`src/rtl/gray_code_converter.sv`:
```
// Registered binary->Gray and Gray->binary converter pair; GRAY_CODE_CONVERTER_CHECK_EN adds a round-trip checker (err_o).
// Latency: 1 cycle from valid_i to valid_o/gray_o/binary_o; err_o follows valid_o by one more cycle.
// Backpressure: none, a result is produced for every valid_i cycle and outputs hold when valid_i is low.
module gray_code_converter #(
  parameter int LENGTH = 4
) (
  input  logic              clk_i,
  input  logic              rst_i,
  input  logic              valid_i,
  input  logic [LENGTH-1:0] binary_i,
  input  logic [LENGTH-1:0] gray_i,
  output logic              valid_o,
  output logic [LENGTH-1:0] gray_o,
  output logic [LENGTH-1:0] binary_o
`ifdef GRAY_CODE_CONVERTER_CHECK_EN
  ,
  output logic              err_o
`endif
);

  // Bit k of the binary value is the XOR of every Gray bit at or above k.
  function automatic logic [LENGTH-1:0] gray_to_bin(input logic [LENGTH-1:0] g);
    logic [LENGTH-1:0] b;
    b = '0;
    for (int k = 0; k < LENGTH; k++) begin
      b[k] = ^(g >> k);
    end
    return b;
  endfunction

  logic              vld_q;
  logic [LENGTH-1:0] gray_q;
  logic [LENGTH-1:0] bin_q;
  logic [LENGTH-1:0] gray_nxt;
  logic [LENGTH-1:0] bin_nxt;

  assign gray_nxt = binary_i ^ (binary_i >> 1);
  assign bin_nxt  = gray_to_bin(gray_i);

  always_ff @(posedge clk_i or posedge rst_i) begin
    if (rst_i) begin
      vld_q  <= 1'b0;
      gray_q <= '0;
      bin_q  <= '0;
    end else begin
      vld_q <= valid_i;
      if (valid_i) begin
        gray_q <= gray_nxt;
        bin_q  <= bin_nxt;
      end
    end
  end

  assign valid_o  = vld_q;
  assign gray_o   = gray_q;
  assign binary_o = bin_q;

`ifdef GRAY_CODE_CONVERTER_CHECK_EN
  logic [LENGTH-1:0] src_bin_q;
  logic              err_q;

  // Keep the original binary so the registered Gray can be decoded and compared.
  always_ff @(posedge clk_i or posedge rst_i) begin
    if (rst_i) begin
      src_bin_q <= '0;
      err_q     <= 1'b0;
    end else begin
      if (valid_i) begin
        src_bin_q <= binary_i;
      end
      err_q <= vld_q && (gray_to_bin(gray_q) != src_bin_q);
    end
  end

  assign err_o = err_q;
`endif

endmodule

```
`config.mk`:
```
export PLATFORM = sky130hd
export DESIGN_NAME = gray_code_converter
export DESIGN_NICKNAME = d
export VERILOG_FILES = /design/src/rtl/gray_code_converter.sv
export SDC_FILE = /design/constraint.sdc
export NUM_CORES = 1
export LEC_CHECK = 0
export ABC_AREA = 1
export BUFFER_PORTS_ARGS = -buffer_cell sky130_fd_sc_hd__clkbuf_2
export CAP_MARGIN = 20
export CORE_AREA = 2 2 39 41
export CTS_CLUSTER_DIAMETER = 60
export DETAILED_ROUTE_END_ITERATION = 7
export DIE_AREA = 0 0 41 43
export PLACE_DENSITY_LB_ADDON = 0.15
export SYNTH_ARGS = -nofsm -noshare
export SYNTH_HDL_FRONTEND = slang
export SYNTH_SLANG_ARGS = --single-unit
```
`constraint.sdc`:
```
create_clock -name clk_i -period 1.3 [get_ports clk_i]
set_input_delay 0.325 -clock clk_i [delete_from_list [all_inputs] [get_ports clk_i]]
set_output_delay 0.325 -clock clk_i [all_outputs]
set_load 0.1 [all_outputs]
```
==> results.json <==
{
  "worst-path-max-fanout": 2,
  "worst_pin_slew_ns": 0.356,
  "crit_buf_inv": 1,
  "drt-initial-drc-count": 5,
  "violations": "negative hold slack",
  "hold_viol_final": 7,
  "num-fill-cells": 145,
  "drc": 0,
  "postCtsHoldBufs": 0,
  "power_w": 0.000990,
  "critPathKind": "reg -> out",
  "reg2reg_depth": 2,
  "slew_viol_final": 0,
  "syn_nets": 63,
  "row_count": 14,
  "gp_congestion": 0.643,
  "syn_to_final_growth_pct": 61.6,
  "period_share_pct": 90.8,
  "cts_tree": "yes",
  "setup-violations-final": 0,
  "layout_commonest_cell": "nand2_1",
  "avgRoutedWirePerCell_um": 9.40,
  "finalCriticalPeriod_ns": 1.18,
  "drt-vias-per-instance": 4.31,
  "grt_usage_pct": 12.0,
  "slowest_stage": "dfrtp_1",
  "cp-start-kind": "register",
  "setup_ws_ns": 0.119,
  "worstPathRequired_ns": 0.98,
  "clkTransAtPathRegs_ns": 0.06,
  "critical-path-top-delay-family": "flip-flops",
  "clk_root_buffer_cell": "clkbuf_4",
  "slowest_delay_ns": 0.41,
  "worstPathArrival_ns": 0.86,
  "hp-class": "in -> async",
  "syn_inst": 52,
  "p_per_area_nw_per_um2": 1420,
  "skew_ns": 0,
  "place_ws_ns": 0.230,
  "cts_resized": 0,
  "final_cell_mix": "nand2_1, clkbuf_2, dfrtp_1, buf_12, inv_1",
  "power_leakage_nw": 0.367,
  "yosysWarnings": 0,
  "multiInputGateArea_um2": 171,
  "grt_overflow": 0,
  "outcome": "complete, but fails checks",
  "final_cells": 90,
  "grt_pass1_vias": 338,
  "wirelength_um": 846,
  "fmax_mhz": 847,
  "rsz0062_at_grt": "no",
  "critPathCaptureType": "output port",
  "die_w_um": 41,
  "start_util_pct": 31.1,
  "syn_area_per_cell_um2": 8.28,
  "ant_nets": 0,
  "dr.pass1.iters": 2,
  "htreeDepth": 1,
  "core_um2": 1380,
  "maxSlewHeadroom_pct": 76.3,
  "seqCellArea_um2": 225,
  "grt_max_degree": 14,
  "io_buffer_count": 19,
  "cp_cell_sequence": "buf_12",
  "netlist_area_um2": 430,
  "setup_tns_ns": 0,
  "fp.dieH_um": 43,
  "post_cts_buffers": 0,
  "drive_gt1_share_pct": 32.4,
  "clock_latency_ns": 0.26,
  "fin_hold_ws_ns": -0.00607,
  "cts.sinks": 9,
  "io_pins": 20,
  "grt_first_pass_wirelength_um": 1360,
  "vias": 388,
  "ir_worst_vdd_mv": 0.534,
  "finalNetCount": 86,
  "diodes": 0,
  "worst-path-stages": 1,
  "cts-buffers-inserted": 3,
  "die_area_um2": 1760,
  "antenna_found_initial": 0,
  "clk_path_buf_depth": 2,
  "dp_cells": 86,
  "maxCapViolCount": 0,
  "ys_seq_area_share_pct": 52.3,
  "ys_types": 8,
  "ys_ff_latch": 9
}
-- synth_stat cells --
cell type,n,area share (%)
buf_6,1,2.6
xnor2_1,4,8.1
nand2_1,25,22
dfrtp_1,9,52
inv_1,6,5.2
nand3_1,2,2.3
o21ai_0,3,3.5
o21ai_2,2,4.1
-- report_power, final --
| part | switching (W) | internal (W) | total, W |
|---|---|---|---|
| combinational | 0.000283 | 0.000151 | 0.000434 |
| clock | 0.0000950 | 0.000118 | 0.000213 |
| sequential | 0.0000325 | 0.000310 | 0.000342 |
-- through the flow --
stage	hold WS, ns	util (%)	instance area, um2
after global placement	0.282	48.4	669
after CTS	0.00112	50.3	696
after floorplan	0.153	-	430
after detailed placement	0.284	48.4	669
final	-0.00607	50.3	696
after global routing	0.0336	50.3	696
-- cell type report --
type                       instances  area share, %
multi-input combinational         36           24.6
clock buffer                       4           3.78
timing repair buffer              19           33.1
sequential                         9           32.4
inverter                           6           3.24
tap                               16           2.88
-- path summary, 6_finish.rpt --
check / start / to / slack [ns]
worst max-delay path: binary_o[0] / binary_o[0] / 0.12
worst min-delay path: rst_i / binary_o[1] / -0.006
worst max register to register: gray_o[2] / gray_o[2] / 0.59
worst min register to register: gray_o[3] / gray_o[3] / 0.54
max in group asynchronous: rst_i / gray_o[1] / 1.05
min in group clk_i: valid_i / valid_o / 0.24
-- cells by family after synthesis --
kind of cell / Yosys count / synth area share [%]
buffers and inverters: 7 / 7.85
AO/OA/AOI/OAI: 5 / 7.56
flip-flops: 9 / 52.3
XOR/XNOR: 4 / 8.14
AND/OR/NAND/NOR: 27 / 24.1
-- state kept, by name (all words and copies together) (netlist names) --
signal,cells
gray_o,4
valid_o,1
binary_o,4
-- routing by layer --
metal,wire [um],track usage (%),share of wire [%]
met2,419,16.9,50
met3,60,3.14,7.1
met4,15,10.0,1.8
met5,0,0,0
met1,350,14.3,41
No activity file was read; power rests on OpenSTA's default activity.
